===== src/rtl/xy_shared_reg_arbiter.sv =====
// xy_shared_reg_arbiter: round-robin arbiter granting X increments / Y decrements of a shared register
module xy_shared_reg_arbiter #(
    parameter int WIDTH       = 4,
    parameter int COOL_CYCLES = 1
) (
    input  logic             clk,
    input  logic             reset,
    input  logic             X,
    input  logic             Y,
    output logic             gnt_x,
    output logic             gnt_y,
    output logic [WIDTH-1:0] Z,
    output logic             busy,
    output logic             ovf
);
    typedef enum logic [1:0] {IDLE, SERVE_X, SERVE_Y, COOL} state_t;
    state_t     state;
    logic       last_x;
    logic [2:0] cnt;
    assign gnt_x = state == SERVE_X;
    assign gnt_y = state == SERVE_Y;
    assign busy  = state != IDLE;
    // last_x clear after reset makes X the winner of the first tie
    always_ff @(posedge clk or negedge reset) begin
        if (!reset) begin
            state  <= IDLE;
            last_x <= 1'b0;
            cnt    <= '0;
            Z      <= '0;
            ovf    <= 1'b0;
        end else begin
            ovf <= 1'b0;
            case (state)
                IDLE:    state <= (X && (!Y || !last_x)) ? SERVE_X : Y ? SERVE_Y : IDLE;
                SERVE_X: begin
                    Z      <= Z + 1'b1;
                    ovf    <= &Z;
                    last_x <= 1'b1;
                    cnt    <= 3'(COOL_CYCLES - 1);
                    state  <= COOL;
                end
                SERVE_Y: begin
                    Z      <= Z - 1'b1;
                    ovf    <= ~|Z;
                    last_x <= 1'b0;
                    cnt    <= 3'(COOL_CYCLES - 1);
                    state  <= COOL;
                end
                default: begin
                    cnt   <= cnt - 3'd1;
                    state <= (cnt == 3'd0) ? IDLE : COOL;
                end
            endcase
        end
    end
endmodule


===== config.mk =====
export PLATFORM = sky130hd
export DESIGN_NAME = xy_shared_reg_arbiter
export DESIGN_NICKNAME = d
export VERILOG_FILES = /design/src/rtl/xy_shared_reg_arbiter.sv
export SDC_FILE = /design/constraint.sdc
export NUM_CORES = 1
export LEC_CHECK = 0
export BUFFER_PORTS_ARGS = -buffer_cell sky130_fd_sc_hd__buf_2
export CORE_MARGIN = 2
export CORE_UTILIZATION = 40
export DETAILED_ROUTE_END_ITERATION = 6
export SLEW_MARGIN = 20
export SYNTH_ARGS = -nofsm -noshare
export SYNTH_HDL_FRONTEND = slang
export SYNTH_SLANG_ARGS = --single-unit

===== constraint.sdc =====
create_clock -name clk -period 1.65 [get_ports clk]
set_input_delay 0.0825 -clock clk [delete_from_list [all_inputs] [get_ports clk]]
set_output_delay 0.0825 -clock clk [all_outputs]
set_load 0.03 [all_outputs]

==> summary.md, run 1 <==
| Metric | Value |
|---|---|
| Via count | 474 |
| Unrepaired setup endpoints after global routing | no |
| DIE WIDTH | 43.5 microns |
| Synth Cell Area | 624 sq um |
| GRT Total Usage | 15.3% |
| Vias in the first global route | 490 |
| Floorplan row count | 14 |
| WP data required | 1.80 ns |
| Pre-Repair DR Iteration Count | 4 |
| Syn Inst Count | 58 |
| Final setup viols | 0 |
| CTS tree | done |
| Clock slew at reported path FFs | 0.07 ns |
| PortBufs | 11 |
| GPL Wtd Cong | 0.737 |
| Number of nets in the layout | 87 |
| Synth cell types | 23 |
| Worst slew margin | 83.1% |
| Cell area after layout | 751 sq um |
| Drc violations | 0 |
| CTS root buf | clkbuf_4 |
| Final WL | 1080 microns |
| GR Overflow Total | 0 |
| Final hold vios | 0 |
| CTS Buffer Depth | 2 |
| Synth warnings | 0 |
| H-tree depth | 1 |
| Vias per std cell | 5.27 |
| Remaining antenna violation count after routing | 0 |
| Largest net degree at the start of global routing | 13 |
| WL/cell | 12.0 microns |
| Syn Area/Cell | 10.8 sq um |
| Max_cap viols | 0 |
| Setup TNS | 0 ns |
| Die area | 1890 sq um |
| Initial core utilization | 41.9% |
| Seq/Total Area, Yosys | 44.1% |
| Max FO, Critical Path | 4 |
| Critical path class | reg2reg |
| Post-route minimum period | 1.53 ns |
| Core area | 1490 sq um |
| Worst Path Arrival | 1.68 ns |
| Clock Sinks | 11 |
| First-pass GRT wire length | 2130 microns |
| Syn nets | 70 |
| Fraction of the cycle the final worst path needs | 92.7% |
| 1st-iter DRT viols | 3 |
| Hold Path Class | in2reg |
| Yosys reg bits | 11 |
| WHS Path Cells | 3 |
| Final WS setup | 0.120 ns |
| Dpl hpwl | 783 microns |
| Initial antenna violation count | 0 |
| I/O pin count | 12 |
| # diodes | 0 |
| Layout Skew | 0.00368 ns |
| Placed inst area | 708 sq um |
| Layout cells sized above 1 | 28.4% |
| CP endpoint kind | flip-flop |
| Area grow syn2layout | 20.2% |
| R2R depth | 7 |
| Crit start category | flip-flop |
| Status | completed |
| Slew @ Worst Pin | 0.251 ns |
| Max Freq | 0.654 GHz |
| Place WS | 0.0723 ns |
| Die height | 43.5 microns |
| Num CTS Buffers | 3 |
| Clk_lat worst skew | 0.26 ns |
| Slew Viols, Final | 0 |
what timing repair did:
item	CTS	global route
endpoints found under the hold margin	11	0
hold buffers	1	0
setup buffers	0	0
gates resized for setup	0	3
setup endpoints to repair	0	5
registers in the layout, indices dropped and copies added, names as in the netlist:
| signal | count |
|---|---|
| cnt | 3 |
| last_x | 1 |
| state | 2 |
| ovf | 1 |
| Z | 4 |
final timing paths:
| path | start | to | slack, ns |
|---|---|---|---|
| worst max-delay path | state[1]$_DFF_PN0_ | Z[2]$_DFFE_PN0N_ | 0.12 |
| worst min-delay path | X | state[0]$_DFF_PN0_ | 0.13 |
| worst max register to register | state[1]$_DFF_PN0_ | Z[2]$_DFFE_PN0N_ | 0.12 |
| worst min register to register | Z[3]$_DFFE_PN0N_ | Z[3]$_DFFE_PN0N_ | 0.52 |
| max in group asynchronous | reset | cnt[0]$_DFFE_PN0N_ | 1.23 |
| min in group asynchronous | reset | Z[3]$_DFFE_PN0N_ | 0.21 |
layer usage:
| layer | part of all wire (%) | global-route usage (%) |
|---|---|---|
| met5 | 0 | 0 |
| met3 | 5.1 | 2.50 |
| met1 | 48 | 20.7 |
| met2 | 45 | 22.4 |
| met4 | 1.6 | 10.3 |
stage by stage:
| step | hold slack [ns] | utilization [%] | instances |
|---|---|---|---|
| 2_1_floorplan | -0.213 | - | 58 |
| 3_3_place_gp | -0.0355 | 47.6 | 85 |
| 3_5_place_dp | -0.0326 | 47.6 | 85 |
| 4_1_cts | 0.126 | 50.0 | 90 |
| 5_1_grt | 0.128 | 50.4 | 90 |
| 6_report | 0.134 | 50.4 | 90 |
synth_stat cells, drive strengths merged:
library cell | number | area (sq um)
buf | 1 | 11.3
a21oi | 4 | 20.0
o21a | 1 | 7.51
nor3b | 1 | 12.5
and3 | 1 | 6.26
nand4bb | 1 | 11.3
a311oi | 2 | 17.5
inv | 6 | 22.5
nand2b | 1 | 6.26
ha | 8 | 100
o21ai | 4 | 20.0
mux2 | 1 | 11.3
or3 | 3 | 18.8
dfrtp | 11 | 275
nor2 | 1 | 3.75
nor2b | 1 | 6.26
a31oi | 1 | 6.26
xnor2 | 3 | 26.3
nand2 | 3 | 11.3
nor4 | 1 | 6.26
xor2 | 2 | 17.5
o22ai | 1 | 6.26
critical path, cell delays in order, from the launching register on:
cell	delay [ns]
dfrtp_1	0.44
ha_4	0.18
xor2_1	0.13
ha_1	0.20
a21oi_2	0.11
xnor2_1	0.12
nand2_1	0.09
xnor2_1	0.14
logic make-up after synthesis:
group | share of synthesized area [%]
buf+inv | 5.41
fa+ha+maj | 16.0
xor+xnor | 7.02
flops | 44.1
compound gates | 12.4
mux | 1.80
simple gates | 13.2
final cells by class:
class / instances / area, sq um
timing repair buffer: 13 / 72.6
multi-input combinational: 40 / 334
tap: 16 / 20.0
sequential: 11 / 275
inverter: 6 / 22.5
clock buffer: 4 / 26.3
fill: 139 / 738
placed cells by master, fill, tap and decap left out:
cell type      Yosys  routed
nand2b_1           1       1
dfrtp_1           11      11
mux2_2             1       1
a21oi_1            4       3
a311oi_1           2       2
dlygate4sd3_1      0       1
o22ai_1            1       1
and3_1             1       1
ha_2               0       1
clkbuf_1           0       1
nand4bb_1          1       1
nor2b_1            1       1
inv_2              0       1
nor4_1             1       1
or3_1              3       3
o21ai_1            1       1
inv_1              6       5
buf_2              0      11
nor2_1             1       1
o21ai_0            3       3
ha_4               0       1
a31oi_1            1       1
buf_4              0       1
ha_1               8       6
o21a_1             1       1
xnor2_1            3       3
nand2_1            3       3
nor3b_2            1       1
clkbuf_4           0       3
xor2_1             2       2
a21oi_2            0       1
Power of run 1 is left out: the tool's default activity adds up to more than one toggle a clock period on the data nets, which glitch-free logic cannot reach.
==> run 2: changes to the inputs <==
- CORE_UTILIZATION: 40 -> 25
- MAX_ROUTING_LAYER: default -> met4
==> run 2 against run 1 <==
- final area rose by 4.3%
- fmax fell by 0.19%
- setup slack got worse by 0.0029 ns
- final cell count rose by 18%
- clock-buffer cell count did not move
- via count rose by 3.0%
- register-to-register slack barely moved
- die area rose by 54%
==> summary.md, run 2 (synthesized netlist as in run 1, its figures left out) <==
| Metric | Value |
|---|---|
| Status | completed |
| WHS Path Cells | 3 (unchanged) |
| Drc violations | 0 (unchanged) |
| CP Cell Sequence | inv_1 > ha_4 > xor2_1 > ha_1 > a21oi_2 > xnor2_1 > nand2_1 > xnor2_1 |
| Initial antenna violation count | 0 (unchanged) |
| GRT Total Usage | 10.3% (-5.0 points) |
| Final setup viols | 0 (unchanged) |
| CTS Buffer Depth | 2 (unchanged) |
| Max_cap viols | 0 (unchanged) |
| Area grow syn2layout | 25.5% |
| Vias per std cell | 4.60 (-13%) |
| Layout fillers | 248 (+78%) |
| PortBufs | 11 (unchanged) |
| Number of nets in the layout | 89 (+2.3%) |
| Die height | 54.0 microns (+24%) |
| Max FO, Critical Path | 3 (-1) |
| Clk_lat worst skew | 0.27 ns (about the same) |
| Most frequent CP cell | xnor2_1 |
| Final WS setup | 0.117 ns (-0.00294 ns) |
| Clock Sinks | 11 (unchanged) |
| Largest regs | Z: 4 flops, cnt: 3 flops, state: 2 flops |
| Layout cells sized above 1 | 28.9% (+0.57 points) |
| Layout Skew | 0.00659 ns (+0.00291 ns) |
| R2R depth | 8 (+1) |
| Critical path class | reg2reg |
| # diodes | 0 (unchanged) |
| CP max-delay cell | dfrtp_1 |
| CTS tree | done |
| Remaining antenna violation count after routing | 0 (unchanged) |
| Slew @ Worst Pin | 0.264 ns (+0.0131 ns) |
| GPL Wtd Cong | 0.771 (+4.7%) |
| Via count | 488 (+3.0%) |
| DIE WIDTH | 54.0 microns (+24%) |
| Largest Register | Z |
| WP data required | 1.81 ns (about the same) |
| Most frequent cells in the layout | 11 x dfrtp_1, 11 x buf_2, 6 x inv_1, 6 x ha_1 |
| Core area | 2410 sq um (+62%) |
| Crit start category | flip-flop |
| Worst slew margin | 82.4% (-0.72 points) |
| Slew Viols, Final | 0 (unchanged) |
| Post-route minimum period | 1.53 ns (+0.00294 ns) |
| Clock slew at reported path FFs | 0.08 ns (about the same) |
| 1st-iter DRT viols | 0 (-3) |
| Max Freq | 0.652 GHz (-0.19%) |
| CP peak stage delay | 0.37 ns (-0.07 ns) |
| Place WS | 0.0440 ns (-0.0282 ns) |
| Setup TNS | 0 ns (unchanged) |
| Hold Path Class | in2reg |
| WL/cell | 11.7 microns (-2.6%) |
| Fraction of the cycle the final worst path needs | 92.9% (+0.18 points) |
| CTS root buf | clkbuf_4 |
| Unrepaired setup endpoints after global routing | no |
| Initial core utilization | 25.9% (-16 points) |
| Die area | 2910 sq um (+54%) |
| Vias in the first global route | 479 (-2.2%) |
| CP endpoint kind | flip-flop |
| Pre-Repair DR Iteration Count | 1 (-3) |
| Max FFs per register | 4 (unchanged) |
| Floorplan row count | 18 (+4) |
| Final hold vios | 0 (unchanged) |
| Num CTS Buffers | 3 (unchanged) |
| Final WL | 1240 microns (+15%) |
| I/O pin count | 12 (unchanged) |
| Largest net degree at the start of global routing | 13 (unchanged) |
| Dpl hpwl | 881 microns (+13%) |
| Worst Path Arrival | 1.69 ns (about the same) |
| First-pass GRT wire length | 2080 microns (-2.6%) |
| H-tree depth | 1 (unchanged) |
| GR Overflow Total | 0 (unchanged) |
## run 2: cell count changes in the layout (fill, tap and decap cells not counted)
cell | before | now
buf_4 | 1 | 3
inv_1 | 5 | 6
inv_2 | 1 | 0
## run 2: worst max-delay path: cells and delay by family (launching register included)
| kind | cells | cell delay (ns) |
|---|---|---|
| xor gates and xnor gates | 3 | 0.38 |
| DFF | 1 | 0.37 |
| adders and majority gates | 2 | 0.37 |
| AOI/OAI and AO/OA | 1 | 0.12 |
| buffers and inverters | 1 | 0.10 |
| and+or+nand+nor | 1 | 0.08 |
## run 2: layout make-up
type / instances / area (sq um) / share of cell area (%)
Inverter: 6 / 22.5 / 2.88
Multi-Input combinational cell: 40 / 334 / 42.7
Tap cell: 30 / 37.5 / 4.79
Clock buffer: 4 / 26.3 / 3.35
Sequential cell: 11 / 275 / 35.1
Timing Repair Buffer: 15 / 87.6 / 11.2
## run 2: repair_timing
action / 4_1_cts / 5_1_grt
hold buffers: 1 / 0
resized for setup: 0 / 2
setup buffers: 0 / 2
hold endpoints to repair: 11 / 0
endpoints found under the setup margin: 0 / 2
## run 2: per-layer routing
metal / wire length, microns / global-route usage (%) / up-vias
met5: 0 / - / -
met4: 9 / 2.92 / 0
met3: 66 / 4.17 / 2
met2: 611 / 15.4 / 11
met1: 552 / 12.8 / 236
li1: - / - / 239
## run 2: path summary, 6_finish.rpt
check	to	slack (ns)	startpoint
max in group asynchronous	cnt[0]$_DFFE_PN0N_	1.23	reset
worst min-delay path	state[0]$_DFF_PN0_	0.12	X
worst max register to register	Z[2]$_DFFE_PN0N_	0.12	state[0]$_DFF_PN0_
worst max-delay path	Z[2]$_DFFE_PN0N_	0.12	state[0]$_DFF_PN0_
worst min register to register	Z[3]$_DFFE_PN0N_	0.53	Z[3]$_DFFE_PN0N_
min in group asynchronous	cnt[2]$_DFFE_PN0N_	0.21	reset
## run 2: metrics by stage
stage               area, sq um  util, %  hold slack, ns  std cells
finish                      783     32.5           0.125        106
global route                783     32.5           0.160        106
CTS                         762     31.6           0.118        104
detailed placement          726     30.1         -0.0279         99
global placement            726     30.1         -0.0296         99
floorplan                   637        -          -0.213         58
Power of run 2 is left out for the same reason.
==> run 3: changes to the inputs <==
- MAX_ROUTING_LAYER: met4 -> default
==> run 3 against run 2 <==
- clock skew is essentially flat
- final area stayed put
- core utilization stayed put
- hold slack about the same
- sequential cell count stayed put
- sequential share of layout area unchanged
==> summary.md, run 3 (synthesized netlist as in run 1, its figures left out) <==
| Metric | Value |
|---|---|
| Final setup viols | 0 (unchanged) |
| Crit start category | flip-flop |
| Max FO, Critical Path | 3 (unchanged) |
| Vias in the first global route | 480 (+0.21%) |
| Setup TNS | 0 ns (unchanged) |
| Most frequent cells in the layout | 11 x dfrtp_1, 11 x buf_2, 6 x inv_1, 6 x ha_1 |
| Critical path class | reg2reg |
| CTS tree | done |
| Status | completed |
| Final hold vios | 0 (unchanged) |
| Initial antenna violation count | 0 (unchanged) |
| Worst Path Arrival | 1.69 ns (about the same) |
| Post-route minimum period | 1.53 ns (-0.0000280 ns) |
| Pre-Repair DR Iteration Count | 1 (unchanged) |
| Slew @ Worst Pin | 0.264 ns (-0.0000850 ns) |
| Hold Path Class | in2reg |
| Layout fillers | 248 (unchanged) |
| Max Freq | 0.652 GHz (about the same) |
| Via count | 488 (unchanged) |
| PortBufs | 11 (unchanged) |
| Clock slew at reported path FFs | 0.08 ns (about the same) |
| Die area | 2910 sq um (unchanged) |
| Max FFs per register | 4 (unchanged) |
| CTS Buffer Depth | 2 (unchanged) |
| First-pass GRT wire length | 2080 microns (unchanged) |
| Largest net degree at the start of global routing | 13 (unchanged) |
| GRT Total Usage | 10.0% (-0.29 points) |
| Die height | 54.0 microns (unchanged) |
| Clock Sinks | 11 (unchanged) |
| Layout Skew | 0.00661 ns (+0.0000188 ns) |
| Placed inst area | 726 sq um (unchanged) |
| Number of nets in the layout | 89 (unchanged) |
| Area grow syn2layout | 25.5% (unchanged) |
| Max_cap viols | 0 (unchanged) |
| CTS root buf | clkbuf_4 |
| Largest Register | Z |
| Drc violations | 0 (unchanged) |
| Cell area after layout | 783 sq um (unchanged) |
| GR Overflow Total | 0 (unchanged) |
| CP endpoint kind | flip-flop |
| WP data required | 1.81 ns (about the same) |
| Remaining antenna violation count after routing | 0 (unchanged) |
| # diodes | 0 (unchanged) |
| H-tree depth | 1 (unchanged) |
| WL/cell | 11.7 microns (unchanged) |
| Dpl hpwl | 881 microns (unchanged) |
| Slew Viols, Final | 0 (unchanged) |
| Fin cells | 106 (unchanged) |
| Util after Layout | 32.5% (unchanged) |
| Layout cells sized above 1 | 28.9% (unchanged) |
| Num CTS Buffers | 3 (unchanged) |
| 1st-iter DRT viols | 0 (unchanged) |
| Worst slew margin | 82.4% (about the same) |
| Core area | 2410 sq um (unchanged) |
| Initial core utilization | 25.9% (unchanged) |
| Largest regs | Z: 4 flops, cnt: 3 flops, state: 2 flops |
| Final WL | 1240 microns (unchanged) |
| Placed cells | 99 (unchanged) |
| DIE WIDTH | 54.0 microns (unchanged) |
| GPL Wtd Cong | 0.761 (-1.3%) |
| I/O pin count | 12 (unchanged) |
| Fraction of the cycle the final worst path needs | 92.9% (about the same) |
| Unrepaired setup endpoints after global routing | no |
| Clk_lat worst skew | 0.27 ns (about the same) |
| Floorplan row count | 18 (unchanged) |
| Vias per std cell | 4.60 (unchanged) |
run 3: final cells by class:
| type | instances | area (sq um) | share of cell area, % |
|---|---|---|---|
| flip-flops and latches | 11 | 275 | 35.1 |
| inverters | 6 | 22.5 | 2.88 |
| repair buffers | 15 | 87.6 | 11.2 |
| well taps | 30 | 37.5 | 4.79 |
| clock buffers | 4 | 26.3 | 3.35 |
| multi-input cells | 40 | 334 | 42.7 |
run 3: final timing paths:
| path | cells past startpoint | slack (ns) | start | to |
|---|---|---|---|---|
| min reg2reg | 1 | 0.53 | Z[3]$_DFFE_PN0N_ | Z[3]$_DFFE_PN0N_ |
| max | 8 | 0.12 | state[0]$_DFF_PN0_ | Z[2]$_DFFE_PN0N_ |
| min | 3 | 0.12 | X | state[0]$_DFF_PN0_ |
| min in group asynchronous | 2 | 0.21 | reset | cnt[2]$_DFFE_PN0N_ |
| max in group asynchronous | 2 | 1.23 | reset | cnt[0]$_DFFE_PN0N_ |
| max reg2reg | 8 | 0.12 | state[0]$_DFF_PN0_ | Z[2]$_DFFE_PN0N_ |
run 3: per-stage QoR:
stage                     worst slack, ns  hold WS, ns
final                               0.117        0.125
after global routing              0.00838        0.160
after CTS                          0.0491        0.118
after detailed placement           0.0440      -0.0279
after global placement              0.128      -0.0296
after floorplan                    0.0530       -0.213
run 3: timing repair:
action | CTS | global route
setup endpoints to repair | 0 | 2
resized for setup | 0 | 2
setup buffers | 0 | 2
hold buffers | 1 | 0
endpoints found under the hold margin | 11 | 0
run 3: layer usage:
layer / vias up / track usage [%] / share of wire (%)
li1: 239 / - / -
met1: 236 / 12.8 / 45
met2: 11 / 15.4 / 49
met3: 2 / 4.17 / 5.3
met4: 0 / 2.92 / 0.73
met5: - / 0 / 0
run 3: critical path, stage by stage (launching register included):
cell and delay (ns):
dfrtp_1 0.37, inv_1 0.10, ha_4 0.17, xor2_1 0.13, ha_1 0.20, a21oi_2 0.12
xnor2_1 0.12, nand2_1 0.08, xnor2_1 0.13
Power of run 3 is left out for the same reason.
